## src/rtl/conv_writeback.sv

```systemverilog
// Convolution writeback: quantises/activates accumulated results, buffers them
// in a small FIFO and streams them to output memory at consecutive addresses.
module conv_writeback #(
  parameter int unsigned FIFO_DEPTH = 4
) (
  input  logic               clk,
  input  logic               rst,
  input  logic               start,
  input  logic [15:0]        output_memory_offset,
  input  logic [15:0]        output_count,
  input  logic [3:0]         shift,
  input  logic               in_valid,
  input  logic signed [17:0] in_data,
  output logic               in_ready,
  output logic               mem_we,
  output logic [15:0]        mem_addr,
  output logic [7:0]         mem_wdata,
  input  logic               mem_ready,
  output logic               busy,
  output logic               done
);

  localparam int unsigned AW = (FIFO_DEPTH > 1) ? $clog2(FIFO_DEPTH) : 1;
  localparam int unsigned CW = AW + 1;

  typedef enum logic [1:0] {S_IDLE, S_RUN, S_DRAIN, S_DONE} state_t;

  state_t r_state;
  state_t w_next;

  logic [15:0]   r_offset;
  logic [15:0]   r_count;
  logic [3:0]    r_shift;
  logic [15:0]   r_acc_cnt;
  logic [15:0]   r_wr_cnt;
  logic [7:0]    r_mem [FIFO_DEPTH];
  logic [AW-1:0] r_rd_ptr;
  logic [AW-1:0] r_wr_ptr;
  logic [CW-1:0] r_fill;

  logic               w_full;
  logic               w_empty;
  logic               w_push;
  logic               w_pop;
  logic               w_start_ok;
  logic signed [17:0] w_shifted;
  logic [7:0]         w_act;

  assign w_full     = (r_fill == CW'(FIFO_DEPTH));
  assign w_empty    = (r_fill == '0);
  assign w_push     = in_valid & in_ready;
  assign w_pop      = mem_we & mem_ready;
  assign w_start_ok = start & ((r_state == S_IDLE) | (r_state == S_DONE));

  // Activation: clamp negatives to zero, shift, saturate to one byte
  always_comb begin
    w_shifted = in_data >>> r_shift;
    if (in_data[17])
      w_act = 8'h00;
    else if (|w_shifted[17:8])
      w_act = 8'hFF;
    else
      w_act = w_shifted[7:0];
  end

  // State register
  always_ff @(posedge clk or negedge rst) begin
    if (!rst)
      r_state <= S_IDLE;
    else
      r_state <= w_next;
  end

  // Next-state logic; transitions look at this cycle's push/pop so done
  // follows the final write by exactly one cycle
  always_comb begin
    w_next = r_state;
    case (r_state)
      S_IDLE, S_DONE: begin
        if (start)
          w_next = (output_count == 16'd0) ? S_DONE : S_RUN;
      end
      S_RUN: begin
        if ((r_acc_cnt + 16'(w_push)) == r_count)
          w_next = S_DRAIN;
      end
      S_DRAIN: begin
        if (((r_wr_cnt + 16'(w_pop)) == r_count) &&
            ((r_fill - CW'(w_pop)) == '0))
          w_next = S_DONE;
      end
      default: w_next = S_IDLE;
    endcase
  end

  // Output decode from registered state, counters and FIFO
  always_comb begin
    in_ready  = 1'b0;
    mem_we    = 1'b0;
    busy      = 1'b0;
    done      = 1'b0;
    mem_addr  = r_offset + r_wr_cnt;
    mem_wdata = r_mem[r_rd_ptr];
    case (r_state)
      S_RUN: begin
        busy     = 1'b1;
        in_ready = !w_full && (r_acc_cnt < r_count);
        mem_we   = !w_empty;
      end
      S_DRAIN: begin
        busy   = 1'b1;
        mem_we = !w_empty;
      end
      S_DONE:  done = 1'b1;
      default: ;
    endcase
  end

  // Job parameters, counters and result FIFO
  always_ff @(posedge clk or negedge rst) begin
    if (!rst) begin
      r_offset  <= '0;
      r_count   <= '0;
      r_shift   <= '0;
      r_acc_cnt <= '0;
      r_wr_cnt  <= '0;
      r_rd_ptr  <= '0;
      r_wr_ptr  <= '0;
      r_fill    <= '0;
      for (int i = 0; i < int'(FIFO_DEPTH); i++)
        r_mem[i] <= '0;
    end else if (w_start_ok) begin
      r_offset  <= output_memory_offset;
      r_count   <= output_count;
      r_shift   <= shift;
      r_acc_cnt <= '0;
      r_wr_cnt  <= '0;
      r_rd_ptr  <= '0;
      r_wr_ptr  <= '0;
      r_fill    <= '0;
    end else begin
      if (w_push) begin
        r_mem[r_wr_ptr] <= w_act;
        r_wr_ptr        <= r_wr_ptr + AW'(1);
        r_acc_cnt       <= r_acc_cnt + 16'd1;
      end
      if (w_pop) begin
        r_rd_ptr <= r_rd_ptr + AW'(1);
        r_wr_cnt <= r_wr_cnt + 16'd1;
      end
      r_fill <= r_fill + CW'(w_push) - CW'(w_pop);
    end
  end

endmodule

```

## config.mk

```make
export PLATFORM = sky130hd
export DESIGN_NAME = conv_writeback
export DESIGN_NICKNAME = d
export VERILOG_FILES = /design/src/rtl/conv_writeback.sv
export SDC_FILE = /design/constraint.sdc
export NUM_CORES = 1
export LEC_CHECK = 0
export CORE_MARGIN = 2
export CORE_UTILIZATION = 62
export DETAILED_ROUTE_END_ITERATION = 10
export GPL_TIMING_DRIVEN = 0
export PLACE_DENSITY = 0.87
export SLEW_MARGIN = 10
export SYNTH_ARGS = -nofsm -noshare
export SYNTH_HDL_FRONTEND = slang
export SYNTH_SLANG_ARGS = --single-unit
```

## constraint.sdc

```tcl
create_clock -name clk -period 10.25 [get_ports clk]
set_input_delay 2.05 -clock clk [delete_from_list [all_inputs] [get_ports clk]]
set_output_delay 2.05 -clock clk [all_outputs]
set_load 0.03 [all_outputs]
```

* Yosys cells after proc, flatten, opt, wreduce, memory -nomap -nowiden
Cells that the tools add are included.
Widths: inputs -> output; s select.
** Storage, ports and cells
- Register bits after elaboration :: 109
- Bits in latches :: 0
- Memory bits (writable) :: 0
- ROM bits :: 0
- Input port bits :: 59
- Word-level logic and storage cells :: 86
- Memories :: 0
** Cells by class
- Add/sub/neg operators :: 10
- Multipliers :: 0
- Divide/modulo/power cells :: 0
- Order comparisons :: 4
- Eq/ne operators :: 9
- Shift operators :: 1
- Mux-type cells :: 26
- Bitwise operators :: 7
- Reductions and logical operators :: 16
** Operators with widths (count)
- $mux 16 :: 4
- $mux 8 :: 5
- $add 16x1->16 :: 2
- $add 16x1->16 const B :: 2
- $bwmux 32 :: 1
- $eq 16x16->1 :: 2
- $sshr 18x4->18 :: 1
- $add 16x16->16 :: 1
- $bmux 8 s2 :: 1
- $demux 8 s2 :: 1
- $logic_not 16->1 :: 1
- $lt 16x16->1 :: 1
- $mux 2 :: 8
- $reduce_or 10->1 :: 1
- $ge 3x3->1 const B :: 2
- $logic_not 3->1 :: 2
- $ne 2x2->1 const B :: 3
- $not 2->3 :: 2
- $pmux 2 s3 :: 1
- $sub 3x1->3 :: 2
- $add 2x1->2 const B :: 2
- $eq 2x2->1 const B :: 2
- $mux 1 :: 4
- $reduce_bool 2->1 :: 2
- other kinds (14) :: 20

* Depth between registers and ports, before layout
Gate-level depths: netlist of the first run.
- Depth after elaboration :: 9
- Gate-level depth with buffers :: 18

* Worst setup path after synthesis of the first run
No wires, ideal clock.
- Kind :: register to output
- Start :: register r_wr_cnt[0]
- End :: output port mem_addr[14]
- Data arrival time :: 3.016 ns
- Setup slack :: 5.184 ns
- Cell stages (with the launch flop) :: 10
- Path through :: dfrtp_1 -> ha_1 -> inv_1 -> fa_1 -> nor2b_1 -> o21a_1 -> o21ai_0 -> a211oi_1 -> o31ai_1 -> o311ai_0
** On the way
- Word-level cells in the longest chain between the ends :: 1
** Ends and longest elaborated chain
- start: declaration :: RTL line 35 : logic [15:0] r_wr_cnt;
- start signal: assignment :: RTL line 149 : r_wr_cnt <= r_wr_cnt + 16'd1;
- $add 16x16->16 :: RTL line 102 : mem_addr = r_offset + r_wr_cnt;
- end: declaration :: RTL line 16 : output logic [15:0] mem_addr,
No other way between the ends.

* Worst setup path after layout of the first run
- Start :: input port mem_ready
- End :: register r_state[0]
** On the way
- Word-level cells in the longest chain between the ends :: 6
- Elaborated cells on any way between the ends :: 8
- Those cells by class :: 2 x add/sub; 2 x eq/ne; 1 x bitwise; 3 x reduce/logical
** Ends and longest elaborated chain
- start: declaration :: RTL line 18 : input logic mem_ready,
- $and 1x1->1 * :: RTL line 52 : assign w_pop = mem_we & mem_ready;
- $add 16x1->16 / $sub 3x1->3 (equally long branches) :: RTL line 88, 89
- $eq 16x16->1 / $logic_not 3->1 (equally long branches) :: RTL line 88, 89
- $logic_and 1x1->1 * :: RTL line 88 : if (((r_wr_cnt + 16'(w_pop)) == r_count) &&
- $ne 2x2->1 (no line) *
- $reduce_and 3->1 (no line) *
- end signal: assignment :: RTL line 71 : r_state <= w_next;
- end: declaration :: RTL line 28 : state_t r_state;
Mark *: on every way between the ends. The rest lies on a longest branch, timed or not.
A chain may end at the register's enable or synchronous reset.

==> key figures, run 1 <==
Run status
  – Outcome: finished, final reports clean

Min path
  – Critical hold path startpoint: r_mem[7]
  – Worst hold path type: reg -> reg

Floorplanning
  – Core outline area: about 13000 µm²
  – Die height: roughly 120 µm
  – Die width: 117 µm
  – IO Count: slightly below 90
  – Die area: 13600 µm²
  – Row cnt: 41
  – Initial Utilization: 0.630

Global routing
  – Grt met2 use: 0.508
  – Total GRT Usage: 0.322
  – Most crowded layer after global routing: met2
  – Met3 Usage GRT: 0.0571
  – Largest net degree at the start of global routing: 64
  – Number of global-route vias before repair: between 6000 and 7000
  – First-pass GRT wire length: approximately 34 mm
  – Initial antenna violation count: 0
  – Total congestion overflow: 0
  – Met1 Usage GRT: 0.437

Place
  – Detailed Place HPWL: 15.9 mm
  – Area after DPL: around 9000 µm²
  – RePlAce Congestion: 0.954
  – Buffers on Ports: between 80 and 90

Yosys
  – Post-Syn Area: approximately 8000 µm²
  – Synth area leaders: dfrtp_1 (35%), ha_1 (7.5%), nand2_1 (6.3%)
  – Sequential share of the synthesized area: 0.346
  – Average size of a mapped cell: around 9.0 µm²
  – Synthesis-stage register bit count: between 100 and 150
  – Synth warnings: 0
  – Cells after Synth: between 800 and 900
  – Netlist cell types: 76
  – Top-area cell type share of the netlist area: 0.346
  – Post-synth top area cell: dfrtp_1
  – Asr flop ratio synth: 1.00
  – Number of enable flip-flop cells after synthesis: 0
  – List of most frequent post-synthesis cells: nand2_1 (133), dfrtp_1 (109), nor2_1 (62)
  – Top-count cell post-synth: nand2_1
  – Synthesized Nets: ~1000
  – Main synth FF type: dfrtp_1

Routing
  – DRT Pass-1 Iters: 6
  – DR DRC count: 0
  – Initial DRC Count: 605
  – Via count: 7116
  – WL per Instance: between 15 and 20 µm
  – Routed Wire Length: ~21 mm
  – Routed Antenna Nets: 0
  – Via density: between 6 and 7

Cells and area
  – Layout fillers: ~960
  – Final instance area: 9280 µm²
  – Synth-to-layout area growth: 17.7%
  – Diode count: 0
  – Nets: about 1100
  – Share of post-route cells with drive strength above 1: 0.0765

Power
  – Sequential power share: 0.293
  – Cell internal pwr: ~1.4 mW
  – Pwr dens: between 200 and 300 nW/µm²
  – Tot Pwr: 2.45 mW
  – VDD IR max: ~0.19 mV
  – Clock Power Share: 0.145
  – Sw Share: 0.447
  – Switch Pwr: 1.09 mW
  – Combinational share of power: 0.561
  – Lkg Pwr: just over 4 nW

Clock network
  – Htree depth: 3
  – Clock tree buffer depth: 2
  – CTS resizes: 0
  – Clk pin slew, worst setup/hold paths: ~0.070 ns
  – Post CTS Setup Buffer Count: 0
  – Cts hold-fix bufs: 0
  – CTS Sinks: 109
  – Root Driver: clkbuf_16
  – Clk_lat worst skew: 0.35 ns
  – CTS Buf Count: 9
  – CTS tree: done

Setup path
  – Critical Path Start: mem_ready
  – Worst R2R Start: r_count[13]
  – CP max FO: 11
  – Arrival time of the worst setup path: 5.96 ns
  – CP Capture Type: flop
  – WS Path Type: in -> reg
  – Worst path required time: about 11 ns
  – CP startpoint kind: input port

Timing
  – Max Fclk: around 0.18 GHz
  – Final setup viols: 0
  – Hold WS: approximately 0.49 ns
  – Slew @ Worst Pin: 0.936 ns
  – Unrepaired setup endpoints after global routing: false
  – Minimum clock period: approximately 5.7 ns
  – Max Slew Vio Count: 0
  – Worst Skew: between 0.008 and 0.009 ns
  – Slew headroom: 0.367
  – Final Hold Fails: 0
  – Fin crit share: 0.555
  – Final setup TNS: 0 ns

Flow run
  – Max-Cap Viols: 0
[final cells by class]
cell class	instances	area, µm²	area share
inverters	39	146	0.0158
repair buffers	86	880	0.0948
clock buffers	10	239	0.0258
multi-input cells	685	4810	0.519
plain buffers	46	195	0.0210
flip-flops and latches	109	2730	0.294
well taps	172	215	0.0232
clock inverters	6	62.6	0.00674
[cells in the final DEF, fill, tap and decap left out, types with 9 or more instances in the layout]
cell type / instances
xor2_1: 38
clkbuf_16: 9
nor2_1: 62
a21oi_1: 30
mux2i_1: 17
clkdlybuf4s50_1: 84
inv_1: 38
nand3_1: 25
mux4_2: 14
xnor2_1: 36
buf_2: 11
dfrtp_1: 109
ha_1: 47
nand2b_1: 9
nor3_1: 11
nor2b_1: 10
and2_1: 9
nand4_1: 20
clkbuf_1: 24
o21ai_0: 39
and3_1: 13
a211oi_1: 10
a22o_1: 20
nand2_1: 133
o21ai_1: 13
[flip-flops by register name, summed over array words and instances (netlist names)]
| register | count |
|---|---|
| r_wr_ptr | 2 |
| r_state | 2 |
| r_offset | 16 |
| r_wr_cnt | 16 |
| r_shift | 4 |
| r_count | 16 |
| r_rd_ptr | 2 |
| r_fill | 3 |
| r_acc_cnt | 16 |
| r_mem | 32 |
[through the flow]
stage	utilization	instances	setup slack (ns)
floorplan	-	879	5.18
global placement	0.715	1136	3.04
detailed placement	0.717	1137	4.31
CTS	0.741	1153	4.62
global route	0.741	1153	4.24
finish	0.741	1153	4.57
[worst max-delay path, cell delays in order]
cell,delay [ns]
clkdlybuf4s50_1,0.47
nor3b_1,0.18
buf_1,0.56
ha_1,0.33
ha_1,0.25
xor2_1,0.16
a2111oi_0,0.41
nand4_1,0.21
a2111oi_0,0.44
a41oi_1,0.35
a221oi_2,0.32
mux2i_1,0.23
[power by group through the flow]
stage                     registers, mW  logic (mW)  clock network (mW)
after floorplan                   0.672       0.971                   0
after global placement            0.713        1.32                   0
after detailed placement          0.719        1.35                   0
after CTS                         0.712        1.36               0.354
after global routing              0.734        1.50               0.372
final                             0.718        1.37               0.356
[final timing paths]
kind / cells after the start / end / slack [ns]
worst max-delay path: 12 / r_state[0] / 4.57
worst min-delay path: 2 / r_mem[7] / 0.49
worst max register to register: 17 / r_state[0] / 5.19
worst min register to register: 2 / r_mem[7] / 0.49
max in group asynchronous: 2 / r_mem[19] / 7.98
min in group asynchronous: 1 / r_count[11] / 1.61
[routing by layer]
layer  up-vias  share of wire
li1       3353              -
met1      3368           0.42
met2       318           0.46
met3        77          0.078
met4         0          0.042
met5         -              0
[cell families (layout without fill, tap and decap cells)]
group	Yosys count	in the layout	share of synthesized area
DFF	109	109	0.346
AOI/OAI and AO/OA	187	187	0.172
and+or+nand+nor	338	338	0.207
xor gates and xnor gates	74	74	0.0822
adders and majority gates	49	49	0.0797
buffers and inverters	85	187	0.0433
muxes	37	37	0.0702
Note: power is estimated with default switching activity, not from simulation.
==> run 2: changes to the inputs <==
--- a/config.mk
+++ b/config.mk
@@ -6,10 +6,10 @@
 export NUM_CORES = 1
 export LEC_CHECK = 0
 export CORE_MARGIN = 2
-export CORE_UTILIZATION = 62
+export CORE_UTILIZATION = 52
 export DETAILED_ROUTE_END_ITERATION = 10
 export GPL_TIMING_DRIVEN = 0
-export PLACE_DENSITY = 0.87
+export PLACE_DENSITY = 0.77
 export SLEW_MARGIN = 10
 export SYNTH_ARGS = -nofsm -noshare
 export SYNTH_HDL_FRONTEND = slang
==> constraint.sdc (replaced) <==
create_clock -name clk -period 4.64 [get_ports clk]
set_input_delay 0.928 -clock clk [delete_from_list [all_inputs] [get_ports clk]]
set_output_delay 0.928 -clock clk [all_outputs]
set_load 0.03 [all_outputs]
==> run 2 against run 1 <==
  * Setup slack got worse by 4.4 ns
  * Sequential power rose by 120%
  * Critical path depth fell by 3
  * Flip-flop and latch count did not move
  * Count of clock-buffer cells in the layout rose by 4
  * Clock power rose by 130%
  * Sequential share of layout area fell by 0.21 points
  * Via count fell by 2.0%
  * Non-clock buffer count did not move
==> key figures, run 2 (same netlist as run 1, synthesis figures left out) <==
Setup path
  – Worst path slowest cell: clkdlybuf4s50_1
  – Cell family with most CP delay: compound AO/OA/AOI/OAI gates
  – Worst path required time: 3.71 ns (-6.81 ns)
  – WS Path Type: reg -> out
  – CP peak stage delay: 0.68 ns (+0.12 ns)
  – CP startpoint kind: flop
  – Crit path cell chain: ha_1 > a211oi_1 > o21ai_0 > a221oi_1 > a21oi_1 > a41o_1 > o21ba_2 > xnor2_1 > clkdlybuf4s50_1
  – CP Capture Type: output pin
  – Buf+Inv Stages, Crit Path: 1 (-1)
  – CP max FO: 8 (-3)
  – Arrival time of the worst setup path: 3.50 ns (-2.46 ns)

Clock network
  – CTS Buf Count: 9 (unchanged)
  – Clk_lat worst skew: 0.35 ns (about the same)
  – Htree depth: 3 (unchanged)
  – Clk pin slew, worst setup/hold paths: 0.07 ns (about the same)
  – CTS Sinks: 109 (unchanged)
  – Root Driver: clkbuf_16
  – Clock tree buffer depth: 2 (unchanged)
  – CTS tree: done

Cells and area
  – Synth-to-layout area growth: 18.6%
  – Nets: 1084 (unchanged)
  – Max reg flops: 32 (unchanged)
  – Most flops, register: r_mem
  – Register area: 2730 µm² (about the same)
  – Layout fillers: 1240 (+29%)
  – Multi-input gate area: 4830 µm² (+0.49%)
  – Diode count: 0 (unchanged)
  – Commonest non-fill, non-tap cell in the layout: nand2_1
  – Share of post-route cells with drive strength above 1: 0.0856 (+0.00917)
  – Commonest cells after routing, fill and taps aside: nand2_1 (132), dfrtp_1 (108), clkdlybuf4s50_1 (83)

Power
  – Lkg Pwr: 4.13 nW (+0.52%)
  – Pwr dens: 580 nW/µm² (+120%)
  – VDD IR max: 0.245 mV (+29%)

Global routing
  – Largest net degree at the start of global routing: 73 (+14%)
  – First-pass GRT wire length: 34.5 mm (+0.77%)
  – Number of global-route vias before repair: 6787 (-2.6%)
  – Total GRT Usage: 0.268 (-0.0543)
  – Initial antenna violation count: 0 (unchanged)
  – Total congestion overflow: 0 (unchanged)

Timing
  – Max Fclk: about 0.23 GHz
  – Minimum clock period: 4.43 ns
  – Max Slew Vio Count: 0 (unchanged)
  – Hold WS: 0.465 ns (-0.0205 ns)
  – Final Hold Fails: 0 (unchanged)
  – Fin crit share: 0.954
  – Final setup viols: 0 (unchanged)
  – Unrepaired setup endpoints after global routing: false
  – Slew @ Worst Pin: 0.945 ns (+0.00891 ns)
  – Slew headroom: 0.361 (-0.00603)
  – Worst Skew: 0.00864 ns (-0.000193 ns)
  – Final setup TNS: 0 ns (unchanged)

Routing
  – Routed Wire Length: 21.1 mm (+0.56%)
  – Via density: 5.99 (-3.0%)
  – Via count: 6975 (-2.0%)
  – DR DRC count: 0 (unchanged)
  – WL per Instance: 18.1 µm (-0.47%)
  – DRT Pass-1 Iters: 5 (-1)
  – Routed Antenna Nets: 0 (unchanged)
  – Initial DRC Count: 559 (-7.6%)

Place
  – Detailed Place HPWL: 15.9 mm (about the same)
  – RePlAce Congestion: 0.975 (+2.2%)
  – Buffers on Ports: 85 (unchanged)

Floorplanning
  – Row cnt: 44 (+7.3%)
  – Die height: 127 µm (+8.9%)
  – Initial Utilization: 0.538 (-0.0914)
  – Die width: 127 µm (+8.9%)
  – IO Count: 87 (unchanged)
  – Core outline area: 14600 µm² (+17%)
  – Die area: 16200 µm² (+19%)

Min path
  – Worst hold path type: in -> async

Run status
  – Outcome: finished, final reports clean

Flow run
  – Max-Cap Viols: 0 (unchanged)
-- run 2: where the power goes --
| group | switching [mW] | leakage [nW] | internal (mW) |
|---|---|---|---|
| logic | 1.73 | 2.56 | 1.28 |
| registers | 0.316 | 1.41 | 1.28 |
| clock network | 0.345 | 0.159 | 0.479 |
-- run 2: worst paths after layout --
check	cells past startpoint	from	endpoint	slack, ns
worst max-delay path	9	r_wr_cnt[1]	mem_addr[15]	0.21
worst min-delay path	1	rst	r_count[11]	0.47
worst max register to register	16	r_count[13]	r_state[0]	0.29
worst min register to register	2	r_offset[11]	r_offset[11]	0.49
max in group asynchronous	2	rst	r_mem[19]	3.49
min in group clk	2	r_offset[11]	r_offset[11]	0.49
-- run 2: stage by stage --
step,worst slack (ns),cells,util,total power [mW],area (µm²)
after global routing,0.0126,1165,0.638,5.81,9350
after global placement,-1.63,1148,0.612,4.50,8960
final,0.212,1165,0.638,5.43,9350
after floorplan,0.573,879,-,3.63,7880
after CTS,0.0982,1166,0.637,5.42,9320
after detailed placement,-0.304,1149,0.614,4.57,8990
-- run 2: area by class of cell --
type,instances,area share
Tap cell,184,0.0246
Multi-Input combinational cell,685,0.517
Timing Repair Buffer,88,0.0960
Buffer,44,0.0202
Sequential cell,109,0.292
Clock buffer,14,0.0304
Clock inverter,2,0.00415
Inverter,39,0.0157
-- run 2: layer usage --
layer	track usage	vias to the layer above	part of all wire	routed length (µm)
li1	-	3353	-	-
met1	0.366	3356	0.45	9530
met2	0.432	220	0.46	9750
met3	0.0415	46	0.057	1190
met4	0.103	0	0.028	593
met5	0	-	0	0
-- run 2: timing repair --
action | 4_1_cts | 5_1_grt
pin swaps | 2 | 1
gates resized for setup | 0 | 9
cloned | 0 | 0
setup endpoints to repair | 2 | 3
hold buffers | 0 | 0
setup buffers | 2 | 0
